File: src/rtl/sort_share_ctrl.sv
// -----------------------------------------------------------------------------
// sort_share_ctrl
//   Time-shares a single 16-lane bitonic sorter between NREQ requesters.
//   Each transaction takes one 16-bit raw vector and follows a three-phase
//   cycle: IDLE (round-robin grant, capture input), SORT (capture the sorted
//   result and its ones-count), and HOLD (present the response until it is
//   accepted).
//
//   Ports
//     clk         : clock, rising edge
//     rst         : synchronous active-high reset
//     req_valid   : [NREQ-1:0]    per-requester valid
//     req_data    : [16*NREQ-1:0] requester i on bits [16*i+15:16*i]
//     req_ready   : [NREQ-1:0]    one-hot grant; the transfer completes this cycle
//     resp_valid  : response available (HOLD state)
//     resp_ready  : consumer accepts the response
//     resp_data   : [15:0] sorted vector, ascending (bit 0 = minimum)
//     resp_id     : [TAGW-1:0] requester that owns resp_data
//     resp_count  : [4:0] number of ones, 0..16
//     busy        : state is not IDLE
//     sort_err    : sticky; the sorter produced a non-thermometer result
// -----------------------------------------------------------------------------

// Combinational 16-lane bitonic sorter for 1-bit keys.
// For single bits, min is AND and max is OR.
//   i_data : [15:0] unsorted vector
//   o_data : [15:0] ascending result (ones collect in the top bits)
module bitonic_sort_16 (
   input  logic [15:0] i_data,
   output logic [15:0] o_data
);

   function automatic logic [15:0] sort16(input logic [15:0] d);
      logic [15:0] v;
      logic        a;
      logic        b;
      int          l;
      v = d;
      for (int k = 2; k <= 16; k = k * 2) begin
         for (int j = k / 2; j > 0; j = j / 2) begin
            for (int i = 0; i < 16; i++) begin
               l = i ^ j;
               if (l > i) begin
                  a = v[i];
                  b = v[l];
                  // Sub-sequences with (i & k) == 0 sort ascending, the others descending.
                  if ((i & k) == 0) begin
                     v[i] = a & b;
                     v[l] = a | b;
                  end else begin
                     v[i] = a | b;
                     v[l] = a & b;
                  end
               end
            end
         end
      end
      return v;
   endfunction

   always_comb begin
      o_data = sort16(i_data);
   end

endmodule

module sort_share_ctrl #(
   parameter int NREQ = 4,
   parameter int TAGW = 2
) (
   input  logic                 clk,
   input  logic                 rst,
   input  logic [NREQ-1:0]      req_valid,
   input  logic [16*NREQ-1:0]   req_data,
   output logic [NREQ-1:0]      req_ready,
   output logic                 resp_valid,
   input  logic                 resp_ready,
   output logic [15:0]          resp_data,
   output logic [TAGW-1:0]      resp_id,
   output logic [4:0]           resp_count,
   output logic                 busy,
   output logic                 sort_err
);

   typedef enum logic [1:0] {
      ST_IDLE = 2'd0,
      ST_SORT = 2'd1,
      ST_HOLD = 2'd2
   } state_t;

   state_t          r_state;
   state_t          w_state_nxt;
   logic [15:0]     r_in;
   logic [15:0]     r_out;
   logic [4:0]      r_cnt;
   logic [TAGW-1:0] r_id;
   logic [TAGW-1:0] r_last_g;
   logic            r_err;

   logic [TAGW-1:0] w_gnt;
   logic            w_found;
   logic [TAGW:0]   w_sum;
   logic [15:0]     w_sorted;
   logic [4:0]      w_pop;
   logic [15:0]     w_therm;

   function automatic logic [4:0] popcount16(input logic [15:0] d);
      logic [4:0] c;
      c = '0;
      for (int i = 0; i < 16; i++) begin
         c = c + 5'(d[i]);
      end
      return c;
   endfunction

   bitonic_sort_16 u_sort (
      .i_data (r_in),
      .o_data (w_sorted)
   );

   assign w_pop   = popcount16(r_in);
   // A correct sort of w_pop ones leaves exactly the top w_pop bits set.
   assign w_therm = ~(16'hFFFF >> w_pop);

   // Round-robin search starting one past the last winner, with wrap.
   // The pointer only advances on a grant, so idle requesters keep their turn.
   always_comb begin
      w_found = 1'b0;
      w_gnt   = '0;
      w_sum   = '0;
      for (int k = 1; k <= NREQ; k++) begin
         w_sum = {1'b0, r_last_g} + (TAGW+1)'(k);
         if (w_sum >= (TAGW+1)'(NREQ)) begin
            w_sum = w_sum - (TAGW+1)'(NREQ);
         end
         if (!w_found && req_valid[w_sum[TAGW-1:0]]) begin
            w_found = 1'b1;
            w_gnt   = w_sum[TAGW-1:0];
         end
      end
   end

   always_comb begin
      w_state_nxt = r_state;
      req_ready   = '0;
      case (r_state)
         ST_IDLE: begin
            if (w_found) begin
               req_ready   = NREQ'(1) << w_gnt;
               w_state_nxt = ST_SORT;
            end
         end
         ST_SORT: begin
            w_state_nxt = ST_HOLD;
         end
         ST_HOLD: begin
            if (resp_ready) begin
               w_state_nxt = ST_IDLE;
            end
         end
         default: begin
            w_state_nxt = ST_IDLE;
         end
      endcase
      // No transfer may complete while reset is asserted.
      if (rst) begin
         req_ready = '0;
      end
   end

   always_ff @(posedge clk) begin
      if (rst) begin
         r_state  <= ST_IDLE;
         r_last_g <= TAGW'(NREQ - 1);
         r_in     <= '0;
         r_out    <= '0;
         r_cnt    <= '0;
         r_id     <= '0;
         r_err    <= 1'b0;
      end else begin
         r_state <= w_state_nxt;
         case (r_state)
            ST_IDLE: begin
               if (w_found) begin
                  r_in     <= req_data[{w_gnt, 4'b0000} +: 16];
                  r_id     <= w_gnt;
                  r_last_g <= w_gnt;
               end
            end
            ST_SORT: begin
               r_out <= w_sorted;
               r_cnt <= w_pop;
               if (w_sorted != w_therm) begin
                  r_err <= 1'b1;
               end
            end
            default: begin
            end
         endcase
      end
   end

   assign resp_valid = (r_state == ST_HOLD);
   assign resp_data  = r_out;
   assign resp_id    = r_id;
   assign resp_count = r_cnt;
   assign busy       = (r_state != ST_IDLE);
   assign sort_err   = r_err;

endmodule

File: config.mk
export PLATFORM = sky130hd
export DESIGN_NAME = sort_share_ctrl
export DESIGN_NICKNAME = d
export VERILOG_FILES = /design/src/rtl/sort_share_ctrl.sv
export SDC_FILE = /design/constraint.sdc
export NUM_CORES = 1
export LEC_CHECK = 0
export ABC_AREA = 1
export BUFFER_PORTS_ARGS = -buffer_cell sky130_fd_sc_hd__buf_2
export CAP_MARGIN = 20
export CORE_MARGIN = 4
export CORE_UTILIZATION = 40
export DETAILED_ROUTE_END_ITERATION = 8
export PLACE_DENSITY = 0.63
export SYNTH_ARGS = -nofsm -noshare
export SYNTH_HDL_FRONTEND = slang
export SYNTH_SLANG_ARGS = --single-unit
export TNS_END_PERCENT = 30
File: constraint.sdc
create_clock -name clk -period 3.9 [get_ports clk]
set_input_delay 0.39 -clock clk [delete_from_list [all_inputs] [get_ports clk]]
set_output_delay 0.39 -clock clk [all_outputs]
set_load 0.03 [all_outputs]
==> impl_metrics.csv, run 1 <==
group,metric,value,unit
run_status,outcome,"finished with violations",
run_status,failed_checks,"negative setup slack",
drt,final_antenna_net_count,0,
clock_network,clk_latency,0.31,ns
timing,post-route-min-period,4.49,ns
timing,fin_skew,0.0153,ns
global_route,grt_max_degree,38,
setup_path,critical_path_required,4.10,ns
die,fp.dieArea,12000,µm²
synth,syn_inst,740,
finish,area.growth.synth_to_final,26.4,%
timing,rsz0062_at_grt,"yes",
finish,nets,961,
drt,routed_wirelength,11.5,mm
setup_path,arrival,4.69,ns
setup_path,crit_type,"reg -> reg",
placed_design,portBuffers,100,
finish,layout-drive-gt1-share,26.5,%
die,num_io_pins,101,
timing,timing.final.ws_setup,-0.587,ns
clock_network,htreeDepth,2,
timing,setup_violations,2,
global_route,antenna_found_initial,0,
synth,synth_edf_count,0,
drt,wl_met2,5.52,mm
placed_design,dp_hpwl,9.53,mm
timing,max_freq,223,MHz
synth,async_flop_share,0,%
clock_network,cts_tree,"done",
die,rows,36,
drt,wirelength_met1,5.36,mm
setup_path,crit_path_start,"r_in[3]",
synth,ys_warn_count,0,
drt,vias,4768,
die,die_w,110,µm
placed_design,place_ws,-0.575,ns
clock_network,path_clk_slew,0.10,ns
synth,synth_area,4140,µm²
drt,routed-wl-met3,468,µm
synth,ys_ff_latch,44,
setup_path,r2r_slack,-0.59,ns
job,drv_cap,0,
clock_network,cts_root_buffer,"clkbuf_8",
drt,routed.top_layer,"met4",
timing,hold_viol_final,0,
die,die_y,110,µm
clock_network,numCtsBuffers,5,
drt,first_pass_iters,5,
global_route,grt_pass1_vias,4591,
synth,avgSynthCellArea,5.59,µm²
synth,synthesis.nets,828,
finish,n_antenna_cell,0,
timing,slew-limit-headroom,46.1,%
drt,avgViaCountPerCell,4.73,
global_route,grt_overflow,0,
timing,period_share,115,%
drt,drc,0,
synth,synth_flop_cell,"dfxtp_1",
placed_design,gp_congestion,0.945,
clock_network,cts_buffer_depth,2,
setup_path,r2r-start,"r_in[3]",
synth,seq_area_frac_synth,21.3,%
die,fp.coreArea,9910,µm²
timing,tightest_slew,0.804,ns
synth,yosys.cell_types.count,36,
finish,final_cell_mix,"nand2_1, nor2_1, inv_1, buf_2, buf_4",
drt,drt-wirelength-per-cell,11.4,µm
worst_hold_path,hp-class,"in -> reg",
worst_hold_path,hp-start,"resp_ready",
setup_path,critPathMaxFanout,7,
global_route,grt_pass1_wl,19.6,mm
drt,drt_iter0_drc,243,
global_route,grt_usage,19.9,%
setup_path,start_kind,"flop",
timing,drv_slew,0,
finish,layout_commonest_cell,"nand2_1",
clock_network,cts_sinks,44,
setup_path,crit_path_end_kind,"flop",
die,initial_core_util,41.8,%
==> final timing paths <==
check,to,cells after the start
setup / recovery,sort_err,23
hold / removal,r_state[1],4
setup reg to reg,sort_err,23
hold reg to reg,resp_id[0],2
==> cell usage after synthesis, drive strengths merged (4+ instances only) <==
cell type	instances	area, µm²
o22ai	11	68.8
buf	12	98.8
clkbuf	6	22.5
inv	123	464
o211ai	4	30.0
ha	7	87.6
dfxtp	44	881
o21ai	70	369
nand3	38	195
fa	10	200
nor2	140	561
nand2	245	967
a21oi	18	97.6
==> through the flow <==
| step | TNS (ns) | utilization, % | hold WS, ns | area (µm²) | std cells |
|---|---|---|---|---|---|
| after floorplan | -0.192 | - | 0.475 | 4160 | 740 |
| after global placement | -0.534 | 50.5 | 0.439 | 5000 | 994 |
| after detailed placement | -0.612 | 50.5 | 0.446 | 5000 | 994 |
| after CTS | -0.510 | 52.0 | 0.325 | 5160 | 1004 |
| after global routing | -1.43 | 52.8 | 0.357 | 5230 | 1007 |
| final | -0.830 | 52.8 | 0.329 | 5230 | 1007 |
==> per-layer routing <==
layer | GRT usage [%] | vias to the layer above
met4 | 4.36 | 0
met1 | 26.0 | 2148
li1 | - | 2536
met2 | 35.2 | 71
met3 | 2.00 | 13
met5 | 0 | -
==> critical path: stages, from the launching register on <==
cell and delay (ns):
dfxtp_2 0.34, inv_2 0.04, fa_1 0.57, fa_1 0.44
fa_1 0.54, fa_1 0.42, inv_1 0.07, ha_2 0.17
inv_1 0.05, fa_2 0.35, nor2_2 0.15, inv_2 0.08
a21oi_4 0.27, nor2_4 0.08, inv_4 0.09, nor2_2 0.04
nand3_1 0.08, nand2_1 0.05, nor2_1 0.13, nand2_1 0.08
nor2_2 0.12, nand2_1 0.06, nand2_1 0.07, a21oi_2 0.07
==> cells by family after synthesis <==
| kind of cell | after synthesis | share of synthesized area [%] |
|---|---|---|
| simple gates | 429 | 42.8 |
| buf+inv | 143 | 14.3 |
| compound gates | 106 | 14.3 |
| flops | 44 | 21.3 |
| fa+ha+maj | 17 | 6.95 |
| xor+xnor | 1 | 0.393 |
==> final cells by class <==
class | instances | area, µm²
multi-input combinational | 553 | 2750
fill | 1040 | 4680
tap | 133 | 166
sequential | 44 | 887
inverter | 125 | 477
clock buffer | 6 | 82.6
clock inverter | 2 | 38.8
timing repair buffer | 144 | 831
==> sequential cells by signal, indices dropped and copies added (netlist names) <==
register / cells
sort_err: 1
r_in: 16
resp_count: 5
resp_id: 2
r_last_g: 2
resp_data: 16
r_state: 2
==> timing repair <==
action,in CTS,in global routing
hold buffers,0,0
buffers inserted,2,3
pin swaps,9,13
endpoints found under the setup margin,2,3
gates resized for setup,12,17
Power of run 1 is not shown: default switching activity piles up to over one toggle a cycle in this logic, so the estimate is an artifact.
==> run 2: changes to the inputs <==
--- a/config.mk
+++ b/config.mk
@@ -11,7 +11,8 @@
 export CORE_MARGIN = 4
 export CORE_UTILIZATION = 40
 export DETAILED_ROUTE_END_ITERATION = 8
-export PLACE_DENSITY = 0.63
+export PLACE_DENSITY = 0.61
+export SKIP_CTS_REPAIR_TIMING = 1
 export SYNTH_ARGS = -nofsm -noshare
 export SYNTH_HDL_FRONTEND = slang
 export SYNTH_SLANG_ARGS = --single-unit
==> constraint.sdc (replaced) <==
create_clock -name clk -period 5.71 [get_ports clk]
set_input_delay 0.571 -clock clk [delete_from_list [all_inputs] [get_ports clk]]
set_output_delay 0.571 -clock clk [all_outputs]
set_load 0.03 [all_outputs]
==> run 2 against run 1 <==
Effect of this change:
- the flow now finishes without violations
- non-clock buffer count is 43 lower
- flip-flop and latch count unchanged
- worst hold slack improved by 0.14 ns
- clock skew decreased by 0.0094 ns
- sequential share of layout area increased by 1.5 points
- setup slack gained 1.5 ns
- maximum frequency decreased by 5.9%
- critical path type unchanged
- largest cell class unchanged
- highest routed layer unchanged
==> impl_metrics.csv, run 2 (synthesis results as in run 1) <==
group,metric,value,unit
global_route,top_usage_layer,"met2",
clock_network,cts_buffer_depth,2,
clock_network,numCtsBuffers,5,
global_route,grt_pass1_vias,4200,
global_route,grt_max_degree,38,
drt,first_pass_iters,4,
timing,drv_slew,0,
setup_path,arrival,4.96,ns
finish,multi_input_area,2670,µm²
timing,timing.final.ws_setup,0.942,ns
setup_path,r2r_cells,23,
timing,max_freq,210,MHz
drt,drc,0,
global_route,grt_pass1_wl,18.5,mm
timing,hold_ws,0.466,ns
drt,drt-wirelength-per-cell,11.3,µm
worst_hold_path,hold-path-endpoint,"resp_id[0]",
worst_hold_path,hp-start,"resp_id[0]",
global_route,grt_use_met3,2.41,%
clock_network,cts_sinks,44,
clock_network,clk_latency,0.29,ns
placed_design,place_inst,956,
timing,post-route-min-period,4.77,ns
finish,n_antenna_cell,0,
global_route,grt_usage,19.0,%
clock_network,path_clk_slew,0.08,ns
drt,routed_wirelength,10.9,mm
finish,seq_area,881,µm²
setup_path,crit_type,"reg -> reg",
timing,tightest_slew,0.834,ns
die,die_w,110,µm
placed_design,place_ws,0.975,ns
global_route,use_met1,25.6,%
finish,area.growth.synth_to_final,15.5,%
finish,fillers,1110,
setup_path,r2r-start,"r_in[0]",
die,num_io_pins,101,
worst_hold_path,hold_path_depth,2,
finish,final_cell_mix,"nand2_1, nor2_1, inv_1, buf_2, dfxtp_1",
run_status,outcome,"finished clean",
global_route,grt_overflow,0,
job,drv_cap,0,
timing,tns,0,ns
drt,final_antenna_net_count,0,
timing,fin_skew,0.00591,ns
setup_path,r2r_slack,0.94,ns
clock_network,cts_root_buffer,"clkbuf_8",
placed_design,gp_congestion,0.946,
setup_path,critPathMaxFanout,5,
placed_design,portBuffers,100,
clock_network,htreeDepth,2,
timing,setup_violations,0,
finish,layout_commonest_cell,"nand2_1",
clock_network,cts_tree,"done",
timing,hold_viol_final,0,
placed_design,dp_hpwl,9.30,mm
finish,nets,918,
die,fp.dieArea,12000,µm²
timing,rsz0062_at_grt,"no",
global_route,use_met2,32.3,%
timing,period_share,83.5,%
setup_path,critical_path_required,5.90,ns
global_route,antenna_found_initial,0,
timing,slew-limit-headroom,44.1,%
die,initial_core_util,41.8,%
drt,drt_iter0_drc,220,
die,rows,36,
worst_hold_path,hp-class,"reg -> reg",
setup_path,reg2reg_to,"sort_err",
setup_path,start_kind,"flop",
drt,avgViaCountPerCell,4.68,
die,fp.coreArea,9910,µm²
die,die_y,110,µm
finish,layout-drive-gt1-share,18.7,%
drt,vias,4514,
finish,fin_cells,964,
setup_path,crit_path_end_kind,"flop",
[run 2: cell types whose count changed in the layout (fill, tap and decap cells not counted), moves of 5 or more]
cell / change
dfxtp_2: -5
dfxtp_1: +5
inv_2: -7
inv_1: +9
buf_4: -43
nor2_2: -7
nor2_1: +9
[run 2: worst max path at each step]
stage / depth (start not counted) / slack [ns] / from / endpoint
2_1_floorplan: 23 / 1.49 / r_in[3] / sort_err
6_report: 23 / 0.94 / r_in[0] / sort_err
3_3_place_gp: 23 / 0.92 / r_in[3] / sort_err
5_1_grt: 25 / 0.51 / r_in[3] / sort_err
3_5_place_dp: 23 / 0.98 / r_in[3] / sort_err
4_1_cts: 23 / 0.93 / r_in[0] / sort_err
[run 2: stage by stage]
step	area [µm²]	util [%]
final	4780	48.3
after global routing	4780	48.3
after CTS	4780	48.3
after detailed placement	4690	47.4
after global placement	4690	47.4
after floorplan	4140	-
[run 2: layout make-up]
cell class | instances | area share (%)
Timing Repair Buffer | 101 | 10.6
Tap cell | 133 | 3.48
Clock buffer | 8 | 1.88
Multi-Input combinational cell | 553 | 55.7
Sequential cell | 44 | 18.4
Inverter | 125 | 9.86
[run 2: routing by layer]
metal | part of all wire [%] | vias to the layer above
li1 | - | 2451
met1 | 49 | 1979
met2 | 46 | 73
met3 | 4.5 | 11
met4 | 1.2 | 0
met5 | 0 | -
[run 2: worst max-delay path, stage by stage, from the launching register on]
cell      delay, ns
dfxtp_1        0.36
inv_1          0.09
fa_1           0.60
fa_1           0.45
fa_1           0.53
fa_1           0.40
inv_1          0.06
ha_1           0.16
inv_1          0.06
fa_1           0.38
nor2_1         0.12
inv_1          0.06
nand2_1        0.19
inv_1          0.12
a211oi_1       0.32
nor2_1         0.14
nand3_1        0.11
nand2_1        0.05
nor2_1         0.11
nand2_1        0.06
nor2_1         0.10
nand2_1        0.06
nand2_1        0.07
a21oi_2        0.07
Power of run 2 is left out for the same reason.
==> run 3: changes to the inputs <==
--- a/config.mk
+++ b/config.mk
@@ -5,13 +5,13 @@
 export SDC_FILE = /design/constraint.sdc
 export NUM_CORES = 1
 export LEC_CHECK = 0
-export ABC_AREA = 1
+export ABC_AREA = 0
 export BUFFER_PORTS_ARGS = -buffer_cell sky130_fd_sc_hd__buf_2
 export CAP_MARGIN = 20
 export CORE_MARGIN = 4
 export CORE_UTILIZATION = 40
 export DETAILED_ROUTE_END_ITERATION = 8
-export PLACE_DENSITY = 0.61
+export PLACE_DENSITY = 0.64
 export SKIP_CTS_REPAIR_TIMING = 1
 export SYNTH_ARGS = -nofsm -noshare
 export SYNTH_HDL_FRONTEND = slang
==> constraint.sdc (replaced) <==
create_clock -name clk -period 4 [get_ports clk]
set_input_delay 0.4 -clock clk [delete_from_list [all_inputs] [get_ports clk]]
set_output_delay 0.4 -clock clk [all_outputs]
set_load 0.03 [all_outputs]
==> run 3 against run 2 <==
Effect of this change:
- the flow now finishes with violations (negative setup slack)
- area after synthesis fell by 8.4%
- cell count fell by 21%
- non-clock buffer count rose by 45
- global-route usage fell by 0.093 points
- wire length fell by 2.1%
- critical path type unchanged
- critical endpoint unchanged
- highest routed layer unchanged
==> impl_metrics.csv, run 3 <==
group,metric,value,unit
die,num_io_pins,101,
timing,hold_viol_final,0,
setup_path,critPathMaxFanout,4,
global_route,grt_max_degree,37,
global_route,grt_pass1_vias,3888,
power,p_sw_share,46.7,%
die,fp.dieArea,11100,µm²
drt,drt-wirelength-per-cell,14.0,µm
timing,tightest_slew,0.800,ns
timing,rsz0062_at_grt,"yes",
synth,synth_edf_count,0,
setup_path,arrival,4.72,ns
synth,synth.top_cells.by_count,"nor2_1, dfxtp_1, a21oi_1",
synth,yosys.cell_types.count,61,
timing,slew-limit-headroom,46.2,%
power,p_seq_share,14.9,%
synth,async_flop_share,0,%
synth,ys_warn_count,0,
drt,final_antenna_net_count,0,
placed_design,gp_congestion,0.994,
synth,syn_inst,513,
placed_design,portBuffers,100,
global_route,grt_usage,18.9,%
synth,yosys.area.top_type,"dfxtp_1",
synth,netlist_top_cells_area,"dfxtp_1, nor2_1, mux2i_1",
synth,synthesis.nets,601,
global_route,grt_pass1_wl,17.6,mm
drt,drc,0,
synth,yosysTopAreaCellShare,23.2,%
die,die_w,105,µm
timing,period_share,114,%
finish,multi_input_area,2780,µm²
finish,fin_area,4870,µm²
finish,area.growth.synth_to_final,28.3,%
job,drv_cap,0,
drt,routed_wirelength,10.7,mm
run_status,failed_checks,"negative setup slack",
timing,timing.final.ws_setup,-0.548,ns
drt,drt_iter0_drc,127,
finish,layout-drive-gt1-share,30.3,%
power,net-switching-power,1.73,mW
clock_network,path_clk_slew,0.10,ns
setup_path,start_kind,"flop",
global_route,antenna_found_initial,0,
clock_network,numCtsBuffers,5,
die,initial_core_util,41.0,%
worst_hold_path,hp-class,"in -> reg",
synth,avgSynthCellArea,7.39,µm²
power,p_per_area,759,nW/µm²
power,pwr-share-comb,77.2,%
global_route,grt_overflow,0,
finish,layout_commonest_cell,"buf_2",
timing,max_freq,220,MHz
synth,seq_area_frac_synth,23.2,%
clock_network,cts_root_buffer,"clkbuf_8",
drt,avgViaCountPerCell,5.43,
timing,drv_slew,0,
die,fp.coreArea,9240,µm²
placed_design,placed_cell_area,4700,µm²
die,die_y,105,µm
worst_hold_path,hold_path_depth,3,
clock_network,htreeDepth,2,
power,power,3.69,mW
synth,ys_ff_latch,44,
finish,seq_area,886,µm²
drt,vias,4146,
clock_network,clk_latency,0.31,ns
timing,setup_violations,1,
run_status,outcome,"finished with violations",
setup_path,crit_type,"reg -> reg",
power,internal_power,1.97,mW
clock_network,cts_tree,"done",
timing,post-route-min-period,4.55,ns
clock_network,cts_sinks,44,
synth,synth_area,3790,µm²
drt,first_pass_iters,5,
finish,nets,722,
power,p_clk_share,8.0,%
setup_path,r2r_cells,18,
timing,fin_skew,0.0150,ns
finish,fillers,918,
power,p_leak,2.20,nW
power,ir_drop,0.428,mV
synth,synth_flop_cell,"dfxtp_1",
finish,final_cell_mix,"buf_2, nor2_1, buf_4, nand2_1",
setup_path,critical_path_required,4.17,ns
finish,n_antenna_cell,0,
placed_design,dp_hpwl,8.60,mm
clock_network,cts_buffer_depth,2,
setup_path,crit_path_end_kind,"flop",
synth,synth.most_common_cell,"nor2_1",
die,rows,35,
run 3: changes by cell type after synthesis, sizes merged, moves of 19 or more:
cell / delta
a211oi: +28
a21oi: +25
clkbuf: +19
inv: -93
mux2i: +28
nand2: -202
nand3: -30
nor2: -63
o21ai: -53
run 3: path summary, 6_finish.rpt:
check / from / to / slack [ns]
worst max register to register: r_in[7] / sort_err / -0.55
worst max-delay path: r_in[7] / sort_err / -0.55
worst min register to register: resp_id[1] / resp_id[1] / 0.45
worst min-delay path: resp_ready / r_state[1] / 0.35
run 3: cells by family after synthesis:
group                    synth area share, %
AO/OA/AOI/OAI                           25.9
XOR/XNOR                                1.39
adder cells (fa/ha/maj)                 8.38
flip-flops                              23.2
multiplexers                            7.39
AND/OR/NAND/NOR                         27.1
buffers and inverters                   6.60
run 3: metrics by stage:
step | instances | TNS (ns) | setup WS, ns | utilization (%) | hold slack [ns]
3_3_place_gp | 756 | -0.557 | -0.557 | 50.8 | 0.443
4_1_cts | 763 | -0.630 | -0.630 | 51.7 | 0.351
2_1_floorplan | 513 | -0.606 | -0.606 | - | 0.465
5_1_grt | 763 | -0.706 | -0.706 | 52.7 | 0.373
3_5_place_dp | 756 | -0.631 | -0.631 | 50.8 | 0.435
6_report | 763 | -0.548 | -0.548 | 52.7 | 0.352
run 3: power by group through the flow:
stage                     Sequential [mW]  Clock, mW  Combinational [mW]
after floorplan                     0.610          0                1.59
final                               0.548      0.294                2.85
after global placement              0.555          0                2.64
after global routing                0.558      0.312                3.13
after detailed placement            0.557          0                2.65
after CTS                           0.547      0.300                2.66
run 3: area by class of cell:
class	instances	share of cell area (%)
multi-input combinational	407	57.1
sequential	44	18.2
timing repair buffer	146	17.4
tap	129	3.32
inverter	30	2.31
clock buffer	5	1.41
clock inverter	2	0.257
run 3: metal layers:
| layer | vias to the layer above | part of all wire [%] | track usage (%) |
|---|---|---|---|
| li1 | 2090 | - | - |
| met1 | 1888 | 44 | 22.6 |
| met2 | 147 | 48 | 33.8 |
| met3 | 21 | 5.7 | 3.31 |
| met4 | 0 | 2.5 | 6.47 |
| met5 | - | 0 | 0 |
run 3: worst max-delay path, cell delays in order, from the launching register on:
cell	delay, ns
dfxtp_2	0.34
inv_1	0.05
fa_1	0.56
fa_1	0.44
fa_1	0.53
fa_1	0.41
inv_1	0.06
ha_1	0.15
inv_1	0.06
fa_2	0.43
xor2_4	0.19
nor2_2	0.06
a21o_1	0.19
nand2b_4	0.15
or3_1	0.30
a21oi_1	0.12
a211o_1	0.11
and4_1	0.19
a311oi_2	0.08
(Power assumes the default switching activity.)
